--- src/rtl/debug_uart_wb_bridge.sv ---
// ----------------------------------------------------------------------------
// debug_uart_wb_bridge
//
// Device-side responder for the host debug UART link. It receives framed
// command bytes on debug_in, runs Wishbone master writes and reads on the
// management bus, and returns read data serially on debug_out.
//
// Frame: cmd (0x01 write, 0x02 read), N (word count), 4-byte word address
// (MSB first), then N 32-bit words MSB first (writes only). Each read word is
// answered with 4 bytes, MSB first.
//
// Optional feature: define DEBUG_BRIDGE_WB_TIMEOUT_EN to abandon a bus cycle
// after WB_TIMEOUT cycles without ack. The abandoned cycle sets err, and a
// read returns 32'hFFFFFFFF. Without the macro the bridge waits for ack
// indefinitely.
//
// Ports:
//   core_clk, core_rstn   clock, asynchronous active-low reset
//   debug_in              UART RX from the pad (asynchronous)
//   debug_out, debug_oeb  UART TX to the pad (idle high), pad OE (active low)
//   enable                bridge enable; 0 holds the frame FSM in IDLE
//   wb_*                  Wishbone master (sel is always 4'hF)
//   busy                  frame FSM is not IDLE
//   err                   sticky error: framing, byte timeout, bus timeout
// ----------------------------------------------------------------------------
module debug_uart_wb_bridge #(
    parameter int CLKS_PER_BIT = 347,
    parameter int BYTE_TIMEOUT = 65535,
    parameter int WB_TIMEOUT   = 255
) (
    input  logic        core_clk,
    input  logic        core_rstn,
    input  logic        debug_in,
    output logic        debug_out,
    output logic        debug_oeb,
    input  logic        enable,
    output logic [31:0] wb_adr_o,
    output logic [31:0] wb_dat_o,
    input  logic [31:0] wb_dat_i,
    output logic [3:0]  wb_sel_o,
    output logic        wb_we_o,
    output logic        wb_cyc_o,
    output logic        wb_stb_o,
    input  logic        wb_ack_i,
    output logic        busy,
    output logic        err
);

    localparam int BIT_W = $clog2(CLKS_PER_BIT + 1);
    localparam logic [BIT_W-1:0] BIT_LAST = BIT_W'(CLKS_PER_BIT - 1);
    localparam logic [BIT_W-1:0] BIT_HALF = BIT_W'(CLKS_PER_BIT / 2 - 1);
    localparam int BT_W = $clog2(BYTE_TIMEOUT + 1);
    localparam logic [BT_W-1:0] BT_LAST = BT_W'(BYTE_TIMEOUT - 1);
    localparam logic [7:0] CMD_WR = 8'h01;
    localparam logic [7:0] CMD_RD = 8'h02;

    typedef enum logic [1:0] {RX_IDLE, RX_START, RX_DATA, RX_STOP} rx_state_t;
    typedef enum logic [2:0] {
        S_IDLE, S_LEN, S_ADDR, S_WDATA, S_WB_WR, S_WB_RD, S_TX
    } state_t;

    // ------------------------------------------------------------------------
    // UART receiver
    // ------------------------------------------------------------------------
    logic             r_rx_meta, r_rx_sync, r_rx_prev;
    rx_state_t        r_rx_state;
    logic [BIT_W-1:0] r_rx_cnt;
    logic [2:0]       r_rx_bit;
    logic [7:0]       r_rx_shift;   // doubles as the received byte when r_rx_valid
    logic             r_rx_valid;   // one-cycle pulse: byte with a good stop bit
    logic             r_rx_ferr;    // one-cycle pulse: stop bit sampled low

    always_ff @(posedge core_clk or negedge core_rstn) begin
        if (!core_rstn) begin
            r_rx_meta  <= 1'b1;
            r_rx_sync  <= 1'b1;
            r_rx_prev  <= 1'b1;
            r_rx_state <= RX_IDLE;
            r_rx_cnt   <= '0;
            r_rx_bit   <= '0;
            r_rx_shift <= '0;
            r_rx_valid <= 1'b0;
            r_rx_ferr  <= 1'b0;
        end else begin
            // NOTE: debug_in is asynchronous to core_clk; only r_rx_sync (two
            // flops downstream) may feed any decision, never debug_in itself.
            r_rx_meta  <= debug_in;
            r_rx_sync  <= r_rx_meta;
            r_rx_prev  <= r_rx_sync;
            r_rx_valid <= 1'b0;
            r_rx_ferr  <= 1'b0;
            case (r_rx_state)
                RX_IDLE: begin
                    r_rx_cnt <= '0;
                    if (r_rx_prev && !r_rx_sync) r_rx_state <= RX_START;
                end
                RX_START: begin
                    // Line back high at the half-bit point: a glitch, not a start bit.
                    if (r_rx_cnt == BIT_HALF) begin
                        r_rx_cnt   <= '0;
                        r_rx_bit   <= '0;
                        r_rx_state <= r_rx_sync ? RX_IDLE : RX_DATA;
                    end else begin
                        r_rx_cnt <= r_rx_cnt + BIT_W'(1);
                    end
                end
                RX_DATA: begin
                    if (r_rx_cnt == BIT_LAST) begin
                        r_rx_cnt   <= '0;
                        r_rx_shift <= {r_rx_sync, r_rx_shift[7:1]};
                        if (r_rx_bit == 3'd7) r_rx_state <= RX_STOP;
                        r_rx_bit   <= r_rx_bit + 3'd1;
                    end else begin
                        r_rx_cnt <= r_rx_cnt + BIT_W'(1);
                    end
                end
                RX_STOP: begin
                    if (r_rx_cnt == BIT_LAST) begin
                        r_rx_cnt   <= '0;
                        r_rx_state <= RX_IDLE;
                        r_rx_valid <= r_rx_sync;
                        r_rx_ferr  <= !r_rx_sync;
                    end else begin
                        r_rx_cnt <= r_rx_cnt + BIT_W'(1);
                    end
                end
                default: r_rx_state <= RX_IDLE;
            endcase
        end
    end

    // ------------------------------------------------------------------------
    // UART transmitter (8N1, LSB first)
    // ------------------------------------------------------------------------
    logic             r_tx_start;   // request from the frame FSM
    logic [7:0]       r_tx_data;
    logic             r_tx_busy;
    logic             r_tx_out;
    logic [8:0]       r_tx_shift;   // data bits then stop bit
    logic [3:0]       r_tx_bitn;    // bit periods still to send after the current one
    logic [BIT_W-1:0] r_tx_cnt;

    always_ff @(posedge core_clk or negedge core_rstn) begin
        if (!core_rstn) begin
            r_tx_busy  <= 1'b0;
            r_tx_out   <= 1'b1;
            r_tx_shift <= '0;
            r_tx_bitn  <= '0;
            r_tx_cnt   <= '0;
        end else if (!r_tx_busy) begin
            r_tx_out <= 1'b1;
            r_tx_cnt <= '0;
            if (r_tx_start) begin
                r_tx_busy  <= 1'b1;
                r_tx_out   <= 1'b0;
                r_tx_shift <= {1'b1, r_tx_data};
                r_tx_bitn  <= 4'd9;
            end
        end else if (r_tx_cnt == BIT_LAST) begin
            r_tx_cnt <= '0;
            if (r_tx_bitn == 4'd0) begin
                r_tx_busy <= 1'b0;
                r_tx_out  <= 1'b1;
            end else begin
                r_tx_out   <= r_tx_shift[0];
                r_tx_shift <= {1'b0, r_tx_shift[8:1]};
                r_tx_bitn  <= r_tx_bitn - 4'd1;
            end
        end else begin
            r_tx_cnt <= r_tx_cnt + BIT_W'(1);
        end
    end

    // Ready only once an issued start has actually been taken by the transmitter.
    logic w_tx_ready;
    assign w_tx_ready = !r_tx_busy && !r_tx_start;

    // ------------------------------------------------------------------------
    // Bus completion: ack while strobing, or (optionally) a bus timeout
    // ------------------------------------------------------------------------
    logic r_stb;
    logic w_ack, w_wb_tmo, w_wb_done;
    assign w_ack = r_stb && wb_ack_i;

`ifdef DEBUG_BRIDGE_WB_TIMEOUT_EN
    localparam int WT_W = $clog2(WB_TIMEOUT + 1);
    localparam logic [WT_W-1:0] WT_LAST = WT_W'(WB_TIMEOUT - 1);
    logic [WT_W-1:0] r_wb_tmr;

    assign w_wb_tmo = r_stb && !wb_ack_i && (r_wb_tmr == WT_LAST);

    always_ff @(posedge core_clk or negedge core_rstn) begin
        if (!core_rstn)                   r_wb_tmr <= '0;
        else if (r_stb && !w_wb_done)     r_wb_tmr <= r_wb_tmr + WT_W'(1);
        else                              r_wb_tmr <= '0;
    end
`else
    assign w_wb_tmo = 1'b0;
`endif

    assign w_wb_done = w_ack || w_wb_tmo;

    // ------------------------------------------------------------------------
    // Frame FSM
    // ------------------------------------------------------------------------
    state_t          r_state;
    logic            r_cmd_rd;
    logic [7:0]      r_len;
    logic [29:0]     r_addr;
    logic [1:0]      r_byte_cnt;
    logic [23:0]     r_shift;
    logic [31:0]     r_rdata;
    logic [2:0]      r_tx_idx;
    logic [BT_W-1:0] r_byte_tmr;
    logic            r_err, r_oeb, r_cyc, r_we;
    logic [31:0]     r_adr, r_dat;

    logic [31:0] w_word;
    logic [29:0] w_addr_nxt;
    assign w_word     = {r_shift, r_rx_shift};
    assign w_addr_nxt = r_addr + 30'd1;

    always_ff @(posedge core_clk or negedge core_rstn) begin
        if (!core_rstn) begin
            r_state    <= S_IDLE;
            r_cmd_rd   <= 1'b0;
            r_len      <= '0;
            r_addr     <= '0;
            r_byte_cnt <= '0;
            r_shift    <= '0;
            r_rdata    <= '0;
            r_tx_idx   <= '0;
            r_byte_tmr <= '0;
            r_tx_start <= 1'b0;
            r_tx_data  <= '0;
            r_err      <= 1'b0;
            r_oeb      <= 1'b1;
            r_cyc      <= 1'b0;
            r_stb      <= 1'b0;
            r_we       <= 1'b0;
            r_adr      <= '0;
            r_dat      <= '0;
        end else begin
            // NOTE: every state and output register here uses <=, so all
            // decisions in this block see the values from before this edge.
            r_tx_start <= 1'b0;
            r_oeb      <= ~enable;
            if (r_rx_ferr && enable) r_err <= 1'b1;

            case (r_state)
                S_IDLE: begin
                    r_byte_tmr <= '0;
                    r_byte_cnt <= '0;
                    if (r_rx_valid && enable &&
                        (r_rx_shift == CMD_WR || r_rx_shift == CMD_RD)) begin
                        r_cmd_rd <= (r_rx_shift == CMD_RD);
                        r_state  <= S_LEN;
                    end
                end

                S_LEN, S_ADDR, S_WDATA: begin
                    if (!enable || r_rx_ferr) begin
                        r_state <= S_IDLE;
                    end else if (r_rx_valid) begin
                        r_byte_tmr <= '0;
                        r_shift    <= w_word[23:0];
                        r_byte_cnt <= r_byte_cnt + 2'd1;
                        case (r_state)
                            S_LEN: begin
                                r_len      <= r_rx_shift;
                                r_byte_cnt <= '0;
                                r_state    <= S_ADDR;
                            end
                            S_ADDR: begin
                                if (r_byte_cnt == 2'd3) begin
                                    r_addr <= w_word[29:0];
                                    if (r_len == 8'd0) begin
                                        r_state <= S_IDLE;
                                    end else if (r_cmd_rd) begin
                                        r_adr   <= {w_word[29:0], 2'b00};
                                        r_cyc   <= 1'b1;
                                        r_stb   <= 1'b1;
                                        r_we    <= 1'b0;
                                        r_state <= S_WB_RD;
                                    end else begin
                                        r_state <= S_WDATA;
                                    end
                                end
                            end
                            default: begin  // S_WDATA
                                if (r_byte_cnt == 2'd3) begin
                                    r_adr   <= {r_addr, 2'b00};
                                    r_dat   <= w_word;
                                    r_cyc   <= 1'b1;
                                    r_stb   <= 1'b1;
                                    r_we    <= 1'b1;
                                    r_state <= S_WB_WR;
                                end
                            end
                        endcase
                    end else if (r_byte_tmr == BT_LAST) begin
                        r_err   <= 1'b1;
                        r_state <= S_IDLE;
                    end else begin
                        r_byte_tmr <= r_byte_tmr + BT_W'(1);
                    end
                end

                S_WB_WR: begin
                    if (w_wb_done) begin
                        r_cyc      <= 1'b0;
                        r_stb      <= 1'b0;
                        r_we       <= 1'b0;
                        r_addr     <= w_addr_nxt;
                        r_len      <= r_len - 8'd1;
                        r_byte_tmr <= '0;
                        r_byte_cnt <= '0;
                        if (!w_ack) r_err <= 1'b1;
                        r_state <= (r_len == 8'd1 || !enable) ? S_IDLE : S_WDATA;
                    end
                end

                S_WB_RD: begin
                    if (w_wb_done) begin
                        r_cyc    <= 1'b0;
                        r_stb    <= 1'b0;
                        r_rdata  <= w_ack ? wb_dat_i : 32'hFFFF_FFFF;
                        r_tx_idx <= '0;
                        if (!w_ack) r_err <= 1'b1;
                        r_state <= enable ? S_TX : S_IDLE;
                    end
                end

                S_TX: begin
                    // Decisions only between bytes, so a disable never truncates a byte.
                    if (w_tx_ready) begin
                        if (!enable) begin
                            r_state <= S_IDLE;
                        end else if (r_tx_idx == 3'd4) begin
                            r_addr <= w_addr_nxt;
                            r_len  <= r_len - 8'd1;
                            if (r_len == 8'd1) begin
                                r_state <= S_IDLE;
                            end else begin
                                r_adr   <= {w_addr_nxt, 2'b00};
                                r_cyc   <= 1'b1;
                                r_stb   <= 1'b1;
                                r_we    <= 1'b0;
                                r_state <= S_WB_RD;
                            end
                        end else begin
                            r_tx_start <= 1'b1;
                            r_tx_data  <= r_rdata[31:24];
                            r_rdata    <= {r_rdata[23:0], 8'h00};
                            r_tx_idx   <= r_tx_idx + 3'd1;
                        end
                    end
                end

                default: r_state <= S_IDLE;
            endcase
        end
    end

    assign debug_out = r_tx_out;
    assign debug_oeb = r_oeb;
    assign wb_adr_o  = r_adr;
    assign wb_dat_o  = r_dat;
    assign wb_sel_o  = 4'hF;
    assign wb_we_o   = r_we;
    assign wb_cyc_o  = r_cyc;
    assign wb_stb_o  = r_stb;
    assign busy      = (r_state != S_IDLE);
    assign err       = r_err;

endmodule

--- config.mk ---
export PLATFORM = sky130hd
export DESIGN_NAME = debug_uart_wb_bridge
export DESIGN_NICKNAME = d
export VERILOG_FILES = /design/src/rtl/debug_uart_wb_bridge.sv
export SDC_FILE = /design/constraint.sdc
export NUM_CORES = 1
export LEC_CHECK = 0
export CAP_MARGIN = 10
export CELL_PAD_IN_SITES_DETAIL_PLACEMENT = 0
export CELL_PAD_IN_SITES_GLOBAL_PLACEMENT = 1
export CORE_UTILIZATION = 45
export DETAILED_ROUTE_END_ITERATION = 16
export GPL_TIMING_DRIVEN = 0
export HOLD_SLACK_MARGIN = 0.03
export PLACE_DENSITY_LB_ADDON = 0.1
export SLEW_MARGIN = 20
export SYNTH_ARGS = -nofsm -noshare
export SYNTH_HDL_FRONTEND = slang
export SYNTH_SLANG_ARGS = --single-unit
--- constraint.sdc ---
create_clock -name core_clk -period 3.06 [get_ports core_clk]
set_clock_uncertainty 0.2 [all_clocks]
set_input_delay 0.612 -clock core_clk [delete_from_list [all_inputs] [get_ports core_clk]]
set_output_delay 0.612 -clock core_clk [all_outputs]
set_load 0.02 [all_outputs]
# --- Word-level counts from Yosys, hierarchy flattened ---
# Cells that the tools add are included.
word_totals:
  out_inout_bits: 75
  mem_count: 0
  input_bits: 37
  register_bits: 247
  mem_bits_rw: 0
  mem_bits_ro: 0
  latchBits: 0
op_classes:
  reduce_logical: 46
  mul: 0
  n_addsub: 9
  shifts: 0
  muxes: 135
  eq_ne: 48
  bitwise_logic: 4
  div: 0
  magnitude_cmp: 0
op_table:
  columns: ["cell", "n"]
  rows:
  - ["two-way mux 32 bit", 14]
  - ["two-way mux 30 bit", 8]
  - ["one-hot mux 32 bit (2 select lines)", 3]
  - ["one-hot mux 30 bit (3 select lines)", 1]
  - ["two-way mux 9 bit", 8]
  - ["two-way mux 16 bit", 4]
  - ["two-way mux 3 bit", 21]
  - ["two-way mux 8 bit", 7]
  - ["one-hot mux 16 bit (3 select lines)", 1]
  - ["two-way mux 1 bit", 41]
  - ["!= test 2 bit, second input constant", 20]
  - ["adder 30 x 1 -> 30 bit, second input constant", 1]
  - ["one-hot mux 9 bit (3 select lines)", 1]
  - ["one-hot mux 8 bit (3 select lines)", 1]
  - ["AND reduction 12 bit", 2]
  - ["two-way mux 2 bit", 11]
  - ["adder 9 x 1 -> 9 bit, second input constant", 2]
  - ["equality test 9 bit, second input constant", 2]
  - ["one-hot mux 3 bit (2 select lines)", 3]
  - ["adder 16 x 1 -> 16 bit, second input constant", 1]
  - ["equality test 16 bit, second input constant", 1]
  - ["equality test 8 x 1 -> 1 bit, second input constant", 2]
  - ["two-way mux 4 bit", 4]
  - ["AND reduction 8 bit", 2]
  - ["other kinds (38)", 81]

# --- Longest topological paths before layout ---
depth:
  ltp_word: 7
  mapped_depth: 9
  ltp_nobuf: 7

# --- Least setup slack after synthesis ---
# No wires, ideal clock.
synth_path:
  path_kind: "input-to-reg"
  startpoint: "input enable"
  endpoint: "register r_addr[0]"
  required_ns: 2.736
  cell_stages: 6
  slack_ns: 0.616
  t_arrival_ns: 2.120
  cell_sequence: "nor3b_1 > o32ai_2 > or4b_1 > buf_2 > buf_6 > a211o_1"
synth_via:
  elab_chain_cells: 4
  word_cells_on_any_way: 5
synth_lines:
  columns: ["item", "line_no", "text"]
  rows:
  - ["start, declared", "36", "input logic enable,"]
  - ["zero test 1 bit", null, null]
  - ["logical OR 1 bit", "262", "if (!enable || r_rx_ferr) begin"]
  - ["!= test 2 bit (no source line)", null, null]
  - ["AND reduction 9 bit (no source line) *", null, null]
  - ["end signal, assigned", "276", "r_addr <= w_word[29:0];"]
  - ["end signal, assigned", "314", "r_addr <= w_addr_nxt;"]
  - ["end signal, assigned", "340", "r_addr <= w_addr_nxt;"]
  - ["end, declared", "209", "logic [29:0] r_addr;"]
# Mark *: on every way between the ends. The rest lies on a longest branch, timed or not.
# A chain may end at the register's enable or synchronous reset.

# --- Worst setup path in the final report ---
layout_path:
  startpoint: "register r_state[1]"
  endpoint: "register r_adr[7], in the netlist wb_adr_o[7]"
layout_via:
  elab_chain_cells: 5
  word_cells_on_any_way: 21
layout_lines:
  columns: ["item", "line_no", "text"]
  rows:
  - ["start, declared", "206", "state_t r_state;"]
  - ["start signal, assigned", "319", "r_state <= (r_len == 8'd1 || !enable) ? S_IDLE : S_WDATA;"]
  - ["start signal, assigned", "330", "r_state <= enable ? S_TX : S_IDLE;"]
  - ["equality test 3 x 2 -> 1 bit / equality test 3 x 1 -> 1 bit (equally long branches)", "250, 268", null]
  - ["one-hot mux 32 bit (2 select lines)", "268", "case (r_state)"]
  - ["two-way mux 32 bit", "264", "end else if (r_rx_valid) begin"]
  - ["two-way mux 32 bit", "262", null]
  - ["one-hot mux 32 bit (2 select lines)", "250", "case (r_state)"]
  - ["end signal, assigned", "280", "r_adr <= {w_word[29:0], 2'b00};"]
  - ["end signal, assigned", "292", "r_adr <= {r_addr, 2'b00};"]
  - ["end signal, assigned", "345", "r_adr <= {w_addr_nxt, 2'b00};"]
  - ["end, declared", "216", "logic [31:0] r_adr, r_dat;"]
# Several ways; a longest one is shown, not always the timed one. The select of a mux whose other input is x is not followed.

==> impl_metrics.toml <==
[yosys]
synthSimpleGateAreaFrac_pct = 18.3
synth.distinct_cells = 84
synth_top_family_by_area = "simple AND/OR/NAND/NOR gates"
async_flop_share_pct = 100
synthXorXnorAreaFrac_pct = 1.51
dominantRegCellSynth = "dfrtp_1"
ys_seq_area_share_pct = 48.1
yosys.area_share.adder_pct = 1.77
syn_area_per_cell_um2 = 9.62
synth_area_um2 = 12800
ys_seq_elements = 245
syn_inst = 1326
synthMuxAreaShare_pct = 7.64
ys_warn_count = 0
synth_edf_count = 0
synth-compound-area-share_pct = 17.8

[global_routing]
grt_pass1_vias = 10541
grt_max_degree = 85
antenna_found_initial = 0
grt_use_total_pct = 26.7
grt_pass1_wl_um = 60400
grt-ovfl-total = 0

[route]
dr.pass1.iters = 5
vias = 10890
antenna_left = 0
postRouteWirelength_um = 37700
drc_errors = 0
drt_iter0_drc = 856
post_drt_via_cell_ratio = 5.82
wl_per_cell_um = 20.2

[floorplanning]
ios = 112
fp.dieW_um = 170
chipHeight_um = 170
coreArea_um2 = 27900
initial_core_util_pct = 45.8
rows = 61
dieArea_um2 = 29000

[sta]
setup_tns_ns = 0
worstMarginPinSlew_ns = 0.870
rsz0062_at_grt = "true"
fmax_mhz = 340
slew_violations = 0
setup_violations = 0
timing.final.crit_share_pct = 96.0
slew-limit-headroom_pct = 41.2
finalHoldViolations = 0
period_needed_ns = 2.94

[hold_path]
hold_class = "reg2reg"
min_path_cells = 0

[critical_path]
reg2reg_from = "r_state[1]$_DFFE_PN0P_"
end_kind = "flop"
rr_worst_depth = 8
crit_path_start = "r_state[1]$_DFFE_PN0P_"
cp.required_ns = 3.35
cp-start-kind = "flop"
arrival_ns = 3.23
critPathCapture = "wb_adr_o[7]$_DFFE_PN0P_"
worst-setup-path-type = "reg2reg"
r2r_end = "wb_adr_o[7]$_DFFE_PN0P_"
rrSetupSlack_ns = 0.12
cp_max_fo = 10

[clocking]
clkTransAtPathRegs_ns = 0.06
cts_root_buf = "clkbuf_16"
htreeDepth = 1
cts_buffers = 29
cts.path.max_buffers = 3
cts_tree = "built"
cts.sinks = 245
clock_latency_ns = 0.55

[pwr]
pwr-share-clk_pct = 50.4
swShare_pct = 22.2
p_leak_uw = 0.00688
p_comb_share_pct = 3.5
p_int_uw = 5610
p_per_area_nw_per_um2 = 467
peakVddDrop_mv = 0.373
power_switching_uw = 1600
sequentialPowerShare_pct = 46.1
power_uw = 7210

[placement]
port-buffer-count = 105
hpwl_um = 26000
dp_cells = 1816
place.gp.congestion = 0.897

[cells_and_area]
final_nets = 1527
n_fill_cell = 2546
layout_common_cells = "dfrtp_1 (240), nand2_1 (152), nor2_1 (115)"
final_cells = 1870
drive_gt1_share_pct = 11.3
num_antenna_cells = 0
final_common_cell = "dfrtp_1"
synthToLayoutAreaGrowth_pct = 21.1

[status]
status = "completed"

[run]
cap_violations = 0
-- cell usage after synthesis (4+ instances only) --
| cell | count | share of area (%) |
|---|---|---|
| nand2b_1 | 7 | 0.34 |
| buf_4 | 8 | 0.47 |
| a21o_1 | 14 | 0.82 |
| or3_1 | 8 | 0.39 |
| dfstp_2 | 5 | 1.0 |
| and2_1 | 8 | 0.39 |
| buf_6 | 5 | 0.44 |
| a211oi_1 | 15 | 0.88 |
| a21oi_2 | 6 | 0.41 |
| or4_1 | 5 | 0.29 |
| mux2_2 | 37 | 3.3 |
| and4_1 | 12 | 0.82 |
| nand2_1 | 153 | 4.5 |
| a31oi_1 | 57 | 2.8 |
| nor4_1 | 15 | 0.74 |
| buf_2 | 26 | 1.0 |
| nor3_1 | 28 | 1.1 |
| a21oi_1 | 55 | 2.2 |
| o31ai_1 | 13 | 0.77 |
| xnor2_1 | 7 | 0.48 |
| o22ai_1 | 24 | 1.2 |
| nor2b_1 | 9 | 0.44 |
| a2bb2oi_1 | 7 | 0.48 |
| o21ai_0 | 61 | 2.4 |
| o22a_1 | 11 | 0.76 |
| o21a_1 | 6 | 0.35 |
| ha_1 | 18 | 1.8 |
| a22o_1 | 14 | 0.96 |
| and3_1 | 22 | 1.1 |
| o31a_1 | 7 | 0.48 |
| a22oi_1 | 9 | 0.53 |
| nand4_1 | 28 | 1.4 |
| or2_2 | 4 | 0.20 |
| buf_1 | 5 | 0.15 |
| mux2i_1 | 22 | 1.7 |
| clkbuf_1 | 63 | 1.9 |
| mux2_1 | 30 | 2.6 |
| o21ai_1 | 9 | 0.35 |
| xor2_1 | 15 | 1.0 |
| dfrtp_1 | 240 | 47 |
| inv_1 | 31 | 0.91 |
| nand3_1 | 30 | 1.2 |
| nor2_1 | 115 | 3.4 |
-- sequential cells by signal, indices dropped and copies added, names as in the netlist, 4 cells and up, named ones only --
name and cells:
wb_dat_o 32, r_len 8, r_tx_shift 9, r_tx_data 8, r_rx_shift 8, r_rx_cnt 9
wb_adr_o 30, r_rdata 32, r_shift 24, r_addr 30, r_byte_tmr 16, r_tx_cnt 9
r_tx_bitn 4
-- metal layers --
metal	vias to the layer above	GRT usage, %	share of wire (%)
li1	5100	-	-
met1	5370	38.4	46
met2	361	42.2	46
met3	59	2.84	5.4
met4	0	8.38	2.6
met5	-	0	0
-- how the worst min path moves through the flow --
stage / startpoint / end / slack [ns]
floorplan: core_rstn / asynchronous set/reset pin / 0.12
global placement: r_rx_meta$_DFF_PN1_ / r_rx_sync$_DFF_PN1_ / 0.15
detailed placement: r_rx_meta$_DFF_PN1_ / r_rx_sync$_DFF_PN1_ / 0.15
CTS: r_rx_meta$_DFF_PN1_ / r_rx_sync$_DFF_PN1_ / 0.16
global route: r_rx_meta$_DFF_PN1_ / r_rx_sync$_DFF_PN1_ / 0.17
finish: r_rx_meta$_DFF_PN1_ / r_rx_sync$_DFF_PN1_ / 0.16
-- stage by stage --
stage	cell area [um2]	hold WS (ns)	utilization, %	worst slack (ns)
after floorplan	12800	0.116	-	0.616
after global placement	14300	0.146	51.3	-9.79
after detailed placement	14400	0.147	51.6	-0.609
after CTS	15400	0.156	55.3	0.0344
after global routing	15400	0.169	55.4	-0.00645
final	15400	0.155	55.4	0.123
-- layout make-up --
type,count,area [um2],share of cell area [%]
clock buffers,34,774,5.02
multi-input cells,946,6030,39.1
repair buffers,111,1160,7.54
well taps,378,473,3.06
inverters,32,124,0.802
plain buffers,107,507,3.28
clock inverters,17,230,1.49
flip-flops and latches,245,6140,39.7
-- kinds of logic (layout without fill, tap and decap cells) --
family / after synthesis / count (layout)
flops: 245 / 245
compound gates: 341 / 341
other cells: 2 / 6
buf+inv: 139 / 301
mux: 89 / 89
simple gates: 470 / 470
fa+ha+maj: 18 / 18
xor+xnor: 22 / 22
-- power groups by stage --
| stage | Combinational [uW] | Clock (uW) | Sequential, uW |
|---|---|---|---|
| CTS | 259 | 3710 | 3320 |
| global placement | 241 | 0 | 3390 |
| floorplan | 106 | 0 | 3370 |
| detailed placement | 257 | 0 | 3380 |
| global route | 291 | 3850 | 3330 |
| finish | 252 | 3640 | 3330 |
-- worst max-delay path: stages, from the launching register on --
cell      delay, ns
dfrtp_1        0.31
buf_2          0.19
clkbuf_1       0.40
o31ai_1        0.14
a21oi_1        0.20
nand4_1        0.34
clkbuf_1       0.41
a211oi_1       0.56
a21o_1         0.13
-- repair_timing --
action                                 CTS  global route
resized for setup                        6             7
endpoints found under the hold margin   50             0
cloned                                   0             0
setup endpoints to repair               12             8
buffers inserted                         0             2
hold buffers                             1             0
Note: power is estimated with default switching activity, not from simulation.
